## src/rtl/aes_round_sequencer_if.sv

```systemverilog
// aes_round_sequencer_if
//   Bundles the requester, round-core and result signals of aes_round_sequencer.
//   slave  : the sequencer (takes requests, drives the round core, offers results)
//   master : the environment (requesters A/B, round core, result consumer)
//   Requester A/B : req, mode, ksize, data in; gnt out; err shared
//   Round core    : rnd_state/idx/first/last/dec/ksize out; rnd_result in
//   Result        : done_valid/id/data out; done_ready in; busy out
interface aes_round_sequencer_if #(
  parameter int DATA_W = 128,
  parameter int IDX_W  = 4
);
  logic              req_a;
  logic              mode_a;
  logic [1:0]        ksize_a;
  logic [DATA_W-1:0] data_a;
  logic              gnt_a;
  logic              req_b;
  logic              mode_b;
  logic [1:0]        ksize_b;
  logic [DATA_W-1:0] data_b;
  logic              gnt_b;
  logic              err;
  logic [DATA_W-1:0] rnd_state;
  logic [DATA_W-1:0] rnd_result;
  logic [IDX_W-1:0]  rnd_idx;
  logic              rnd_first;
  logic              rnd_last;
  logic              rnd_dec;
  logic [1:0]        rnd_ksize;
  logic              busy;
  logic              done_valid;
  logic              done_id;
  logic [DATA_W-1:0] done_data;
  logic              done_ready;

  modport slave (
    input  req_a, mode_a, ksize_a, data_a,
    input  req_b, mode_b, ksize_b, data_b,
    input  rnd_result, done_ready,
    output gnt_a, gnt_b, err,
    output rnd_state, rnd_idx, rnd_first, rnd_last, rnd_dec, rnd_ksize,
    output busy, done_valid, done_id, done_data
  );

  modport master (
    output req_a, mode_a, ksize_a, data_a,
    output req_b, mode_b, ksize_b, data_b,
    output rnd_result, done_ready,
    input  gnt_a, gnt_b, err,
    input  rnd_state, rnd_idx, rnd_first, rnd_last, rnd_dec, rnd_ksize,
    input  busy, done_valid, done_id, done_data
  );
endinterface

```

## src/rtl/aes_round_sequencer.sv

```systemverilog
// aes_round_sequencer
//   Shares a one-round-per-clock AES datapath between requesters A and B.
//   Arbitrates round-robin, holds the working state register, sequences the
//   round index/first/last flags for Nr+1 cycles and offers the result on a
//   valid/ready port.
//   clk   : rising-edge clock
//   reset : asynchronous, active-high
//   bus   : aes_round_sequencer_if.slave (requests, round core, result)
//
//   state | meaning
//   IDLE  | waiting for a request; arbitration happens here only
//   RUN   | one AES round per cycle, cnt = 0 .. Nr
//   DONE  | result held on done_* until done_ready
module aes_round_sequencer #(
  parameter int DATA_W = 128,
  parameter int IDX_W  = 4
) (
  input  logic                 clk,
  input  logic                 reset,
  aes_round_sequencer_if.slave bus
);

  typedef enum logic [1:0] {IDLE = 2'd0, RUN = 2'd1, DONE = 2'd2} fsm_t;

  fsm_t              fsm, fsm_nxt;
  logic [IDX_W-1:0]  cnt;
  logic [IDX_W-1:0]  nr;
  logic [DATA_W-1:0] work;
  logic              dec_q;
  logic [1:0]        ksize_q;
  logic              id_q;
  logic              last_b;
  logic              gnt_a_q, gnt_b_q, err_q;

  logic              cand_a, cand_b;
  logic              pick_a, pick_b;
  logic              take, illegal, accept;
  logic              sel_mode;
  logic [1:0]        sel_ksize;
  logic [DATA_W-1:0] sel_data;
  logic              run;

  // Nr = 10 / 12 / 14 for ksize 0 / 1 / 2
  assign nr  = IDX_W'(4'd10 + {1'b0, ksize_q, 1'b0});
  assign run = (fsm == RUN);

  // A requester whose grant pulse is still visible has not yet dropped req;
  // masking it keeps an illegal-ksize command from being taken twice.
  always_comb begin
    cand_a    = bus.req_a & ~gnt_a_q;
    cand_b    = bus.req_b & ~gnt_b_q;
    pick_b    = cand_b & (~cand_a | ~last_b);
    pick_a    = cand_a & ~pick_b;
    sel_mode  = pick_b ? bus.mode_b  : bus.mode_a;
    sel_ksize = pick_b ? bus.ksize_b : bus.ksize_a;
    sel_data  = pick_b ? bus.data_b  : bus.data_a;
    take      = (fsm == IDLE) & (pick_a | pick_b);
    illegal   = (sel_ksize == 2'b11);
    accept    = take & ~illegal;
  end

  always_comb begin
    fsm_nxt = fsm;
    case (fsm)
      IDLE: if (accept) fsm_nxt = RUN;
      RUN:  if (cnt == nr) fsm_nxt = DONE;
      DONE: if (bus.done_ready) fsm_nxt = IDLE;
      default: fsm_nxt = IDLE;
    endcase
  end

  always_ff @(posedge clk or posedge reset) begin
    if (reset) fsm <= IDLE;
    else       fsm <= fsm_nxt;
  end

  always_ff @(posedge clk or posedge reset) begin
    if (reset) begin
      cnt     <= '0;
      work    <= '0;
      dec_q   <= 1'b0;
      ksize_q <= 2'b00;
      id_q    <= 1'b0;
      last_b  <= 1'b1;
      gnt_a_q <= 1'b0;
      gnt_b_q <= 1'b0;
      err_q   <= 1'b0;
    end else begin
      gnt_a_q <= take & pick_a;
      gnt_b_q <= take & pick_b;
      err_q   <= take & illegal;
      // pointer moves even on an illegal command so the other side cannot starve
      if (take) last_b <= pick_b;
      if (accept) begin
        work    <= sel_data;
        dec_q   <= sel_mode;
        ksize_q <= sel_ksize;
        id_q    <= pick_b;
        cnt     <= '0;
      end else if (run) begin
        work <= bus.rnd_result;
        if (cnt != nr) cnt <= cnt + IDX_W'(1);
      end
    end
  end

  assign bus.gnt_a      = gnt_a_q;
  assign bus.gnt_b      = gnt_b_q;
  assign bus.err        = err_q;
  assign bus.rnd_state  = work;
  assign bus.rnd_idx    = run ? (dec_q ? (nr - cnt) : cnt) : '0;
  assign bus.rnd_first  = run & (cnt == '0);
  assign bus.rnd_last   = run & (cnt == nr);
  assign bus.rnd_dec    = dec_q;
  assign bus.rnd_ksize  = ksize_q;
  assign bus.busy       = (fsm != IDLE);
  assign bus.done_valid = (fsm == DONE);
  assign bus.done_id    = id_q;
  assign bus.done_data  = work;

endmodule
```

## src/flat_wrapper.sv

```systemverilog
// flat-port wrapper written by rule: the top's interface ports become plain ports
module aes_round_sequencer_flat 
#(
  parameter int DATA_W = 128,
  parameter int IDX_W  = 4
)
  (clk, reset, bus_req_a, bus_mode_a, bus_ksize_a, bus_data_a, bus_req_b, bus_mode_b, bus_ksize_b, bus_data_b, bus_rnd_result, bus_done_ready, bus_gnt_a, bus_gnt_b, bus_err, bus_rnd_state, bus_rnd_idx, bus_rnd_first, bus_rnd_last, bus_rnd_dec, bus_rnd_ksize, bus_busy, bus_done_valid, bus_done_id, bus_done_data);
  aes_round_sequencer_if #(.DATA_W(DATA_W), .IDX_W(IDX_W)) bus_i ();
  input  logic clk;
  input  logic reset;
  input wire logic [$bits(bus_i.req_a)-1:0] bus_req_a;
  input wire logic [$bits(bus_i.mode_a)-1:0] bus_mode_a;
  input wire logic [$bits(bus_i.ksize_a)-1:0] bus_ksize_a;
  input wire logic [$bits(bus_i.data_a)-1:0] bus_data_a;
  input wire logic [$bits(bus_i.req_b)-1:0] bus_req_b;
  input wire logic [$bits(bus_i.mode_b)-1:0] bus_mode_b;
  input wire logic [$bits(bus_i.ksize_b)-1:0] bus_ksize_b;
  input wire logic [$bits(bus_i.data_b)-1:0] bus_data_b;
  input wire logic [$bits(bus_i.rnd_result)-1:0] bus_rnd_result;
  input wire logic [$bits(bus_i.done_ready)-1:0] bus_done_ready;
  output wire logic [$bits(bus_i.gnt_a)-1:0] bus_gnt_a;
  output wire logic [$bits(bus_i.gnt_b)-1:0] bus_gnt_b;
  output wire logic [$bits(bus_i.err)-1:0] bus_err;
  output wire logic [$bits(bus_i.rnd_state)-1:0] bus_rnd_state;
  output wire logic [$bits(bus_i.rnd_idx)-1:0] bus_rnd_idx;
  output wire logic [$bits(bus_i.rnd_first)-1:0] bus_rnd_first;
  output wire logic [$bits(bus_i.rnd_last)-1:0] bus_rnd_last;
  output wire logic [$bits(bus_i.rnd_dec)-1:0] bus_rnd_dec;
  output wire logic [$bits(bus_i.rnd_ksize)-1:0] bus_rnd_ksize;
  output wire logic [$bits(bus_i.busy)-1:0] bus_busy;
  output wire logic [$bits(bus_i.done_valid)-1:0] bus_done_valid;
  output wire logic [$bits(bus_i.done_id)-1:0] bus_done_id;
  output wire logic [$bits(bus_i.done_data)-1:0] bus_done_data;
  assign bus_i.req_a = bus_req_a;
  assign bus_i.mode_a = bus_mode_a;
  assign bus_i.ksize_a = bus_ksize_a;
  assign bus_i.data_a = bus_data_a;
  assign bus_i.req_b = bus_req_b;
  assign bus_i.mode_b = bus_mode_b;
  assign bus_i.ksize_b = bus_ksize_b;
  assign bus_i.data_b = bus_data_b;
  assign bus_i.rnd_result = bus_rnd_result;
  assign bus_i.done_ready = bus_done_ready;
  assign bus_gnt_a = bus_i.gnt_a;
  assign bus_gnt_b = bus_i.gnt_b;
  assign bus_err = bus_i.err;
  assign bus_rnd_state = bus_i.rnd_state;
  assign bus_rnd_idx = bus_i.rnd_idx;
  assign bus_rnd_first = bus_i.rnd_first;
  assign bus_rnd_last = bus_i.rnd_last;
  assign bus_rnd_dec = bus_i.rnd_dec;
  assign bus_rnd_ksize = bus_i.rnd_ksize;
  assign bus_busy = bus_i.busy;
  assign bus_done_valid = bus_i.done_valid;
  assign bus_done_id = bus_i.done_id;
  assign bus_done_data = bus_i.done_data;
  aes_round_sequencer #(.DATA_W(DATA_W), .IDX_W(IDX_W)) u_core (.clk(clk), .reset(reset), .bus(bus_i));
endmodule
```

## config.mk

```make
export PLATFORM = sky130hd
export DESIGN_NAME = aes_round_sequencer_flat
export DESIGN_NICKNAME = d
export VERILOG_FILES = /design/src/rtl/aes_round_sequencer_if.sv /design/src/rtl/aes_round_sequencer.sv /design/src/flat_wrapper.sv
export SDC_FILE = /design/constraint.sdc
export NUM_CORES = 1
export LEC_CHECK = 0
export ABC_AREA = 1
export CORE_AREA = 2 2 256 258
export CTS_CLUSTER_SIZE = 24
export DETAILED_ROUTE_END_ITERATION = 8
export DIE_AREA = 0 0 258 260
export PLACE_DENSITY = 0.51
export SLEW_MARGIN = 20
export SYNTH_ARGS = -nofsm -noshare
export SYNTH_HDL_FRONTEND = slang
export SYNTH_SLANG_ARGS = --single-unit
```

## constraint.sdc

```tcl
create_clock -name clk -period 5.66 [get_ports clk]
set_input_delay 1.698 -clock clk [delete_from_list [all_inputs] [get_ports clk]]
set_output_delay 1.698 -clock clk [all_outputs]
set_load 0.005 [all_outputs]
```

==> out/results.ini <==
[outcome]
status=complete, no violations

[worst_setup_path]
reg2reg_from=u_core.fsm[1]
type_of_destination_of_the_critical_path=output port
cp_data_arrival_time_ns=2.61
ff2ff_path_depth=7
timing.critical_path.from_type=flip-flop
critical_path.cell_chain=nor2_4, buf_4, o21ai_0, a21oi_1, clkdlybuf4s50_1
critical_path_required_ns=3.96
timing.setup.critical_path_class=reg -> out
worst_path_max_delay_cell=buf_4
regToRegSetupSlack_ns=3.02
crit_fanout=67
max_stage_delay_ns=0.65
reg2reg_to=u_core.bus.done_data[68]

[timing]
skew_ns=0.0136
fin_setup_tns_ns=0
post-route-period-util=0.761
grt_setup_unrepaired=no
setup_violations=0
hold_ws_ns=0.504
drv_slew=0
timing.max_slew.rel_slack=0.296
max_frequency_mhz=232
tightestPinTransition_ns=1.06
timing.final.hold_violations=0
finalCriticalPeriod_ns=4.31

[floorplan]
dieHeight_um=260
initial_utilization=0.167
die_width_um=258
core_box_area_um2=64100
io_pins=666
num_rows=93
floorplan.die_area_um2=67100

[detailed_routing]
route.detailed.vias_per_inst=4.09
wl_per_cell_um=15.6
route.vias.total=12100
initialDrtViolationCount=606
total_wirelength_mm=46.4
antenna_left=0
drcViolationCount=0
dr.pass1.iters=5

[finish]
num-nets-final=2503
final_cell_count_no_fill=2969
drive_above_1_share=0.0270
insertedDiodeCount=0
finalCoreUtilization=0.276
area_delta_synth_final_pct=65.6

[synth]
synth_top_area_frac=0.330
synth_nets=2062
synth.lib_cells_used.distinct=26
yosys.area.top_type=dfrtp_1
most_numerous_cell_types_in_the_synthesized_netlist=nand2_1 (670), inv_1 (153), dfrtp_1 (141)
synth.most_common_cell=nand2_1
share_of_synthesized_flip_flops_with_an_asynchronous_set_or_reset=1.00
synthFlopType=dfrtp_1
edff_count_synth=0
synth.yosys.seq_area_share=0.332
netlist_instances=1660
synth.cell_area_um2=10700
synth-seq-cells=142
synth_area_per_cell_um2=6.44
synth.yosys.warnings=0
synth_top_area_cells=dfrtp_1 (33%), nand2_1 (24%), buf_4 (9.2%), nand4_1 (7.5%), nand3_1 (6.5%)

[clocking]
clockBufferDepth=2
clock-sinks=142
clk_root_buffer_cell=clkbuf_16
path_clk_slew_ns=0.06
total_of_hold_buffers_inserted_after_clock_tree_synthesis=0
clkLatencyLatePin_ns=0.48
postCtsResizedCells=0
cts-buffers-inserted=17
cts.repair_timing.setup_buffer_count=0
cts_tree=yes
cts_max_level=4

[grt]
total_gr_overflow=0
grt_antenna_before_repair=1
grt_util_met3=0.0365
grt_start_max_net_pins=153
grt.met2_usage=0.241
first_global_vias=11800
grt_use_met1=0.154
gr-max-usage-layer=met2
grt_first_pass_wirelength_mm=69.3
overall_track_demand_over_capacity_in_global_routing=0.133

[pwr]
power_density_nw_per_um2=506
power.ir.vdd_worst_mv=0.491
design_power_total_mw=8.95
leakage_power_summed_over_all_cells_nw=8.32

[min_path]
min_path_cells=2
worst_hold_path_type=reg -> reg
sink_of_the_worst_hold_path=u_core.bus.done_id
hold_path_startpoint=u_core.bus.done_id

[placed_design]
place.detailed.instances=2937
numPortBuffers=665
hpwl_mm=33.9
globalplace.congestion=0.889

[run]
timing.max_cap.violations=0

[worst max-delay path, delay by kind of cell, from the launching register on]
kind	cells	cell delay [ns]
buf+inv	2	1.20
flops	1	0.42
compound gates	2	0.36
simple gates	1	0.15
[flip-flops by register name, summed over array words and instances, names as in the netlist, 2 cells and up]
name / flops
u_core.cnt: 4
u_core.bus.rnd_ksize: 2
u_core.fsm: 2
u_core.bus.done_data: 128
[worst max-delay path by stage]
stage | cells past startpoint | start | endpoint | slack (ns)
finish | 5 | u_core.fsm[1] | bus_rnd_idx[1] | 1.35
global route | 6 | u_core.fsm[0] | bus_rnd_idx[1] | 1.12
detailed placement | 10 | bus_req_b | u_core.bus.done_data[0] | 1.65
global placement | 10 | bus_req_b | u_core.bus.done_data[33] | 1.70
CTS | 5 | u_core.fsm[1] | bus_rnd_idx[1] | 1.23
floorplan | 1 | reset | u_core.bus.done_data[0] | 0.15
[kinds of logic after synthesis]
| group | synth area share |
|---|---|
| DFF | 0.332 |
| xor gates and xnor gates | 0.00164 |
| and+or+nand+nor | 0.387 |
| buffers and inverters | 0.203 |
| adders and majority gates | 0.00889 |
| AOI/OAI and AO/OA | 0.0671 |
[metrics by stage]
step / cell area (um^2) / setup WS, ns
after floorplan: 10700 / 0.154
final: 17700 / 1.35
after global placement: 17000 / 1.70
after detailed placement: 17000 / 1.65
after global routing: 17700 / 1.12
after CTS: 17700 / 1.23
[layout by cell type, fill, tap and decap left out, types with 2 or more instances in the layout]
cell type	netlist	final
nor2_4	1	2
xor2_1	2	2
nand3_1	139	139
clkdlybuf4s50_1	0	665
nand3_4	1	2
buf_4	131	5
inv_1	153	152
a21oi_1	6	6
o21ai_0	136	136
clkbuf_16	0	17
nor2_1	10	10
bufinv_16	0	5
inv_6	0	6
buf_12	0	7
ha_1	6	6
nand4_1	128	128
dfrtp_1	141	141
nand2_4	2	2
nand2_1	670	669
[power breakdown]
part / internal, mW / total [mW] / switching [mW] / leakage, nW
logic: 2.79 / 5.47 / 2.67 / 6.34
clock network: 0.802 / 1.32 / 0.520 / 0.324
registers: 1.56 / 2.17 / 0.603 / 1.66
[metal layers]
layer / vias to the layer above / part of all wire
li1: 6047 / -
met1: 5551 / 0.40
met2: 507 / 0.51
met3: 39 / 0.069
met4: 0 / 0.019
met5: - / 0
[cell type report]
type	count	area, um^2
clock inverter	14	226
inverter	155	589
clock buffer	18	439
multi-input combinational	1108	4990
tap	855	1070
timing repair buffer	677	6830
fill	6940	46400
sequential	142	3550
Note: power is estimated with default switching activity, not from simulation.
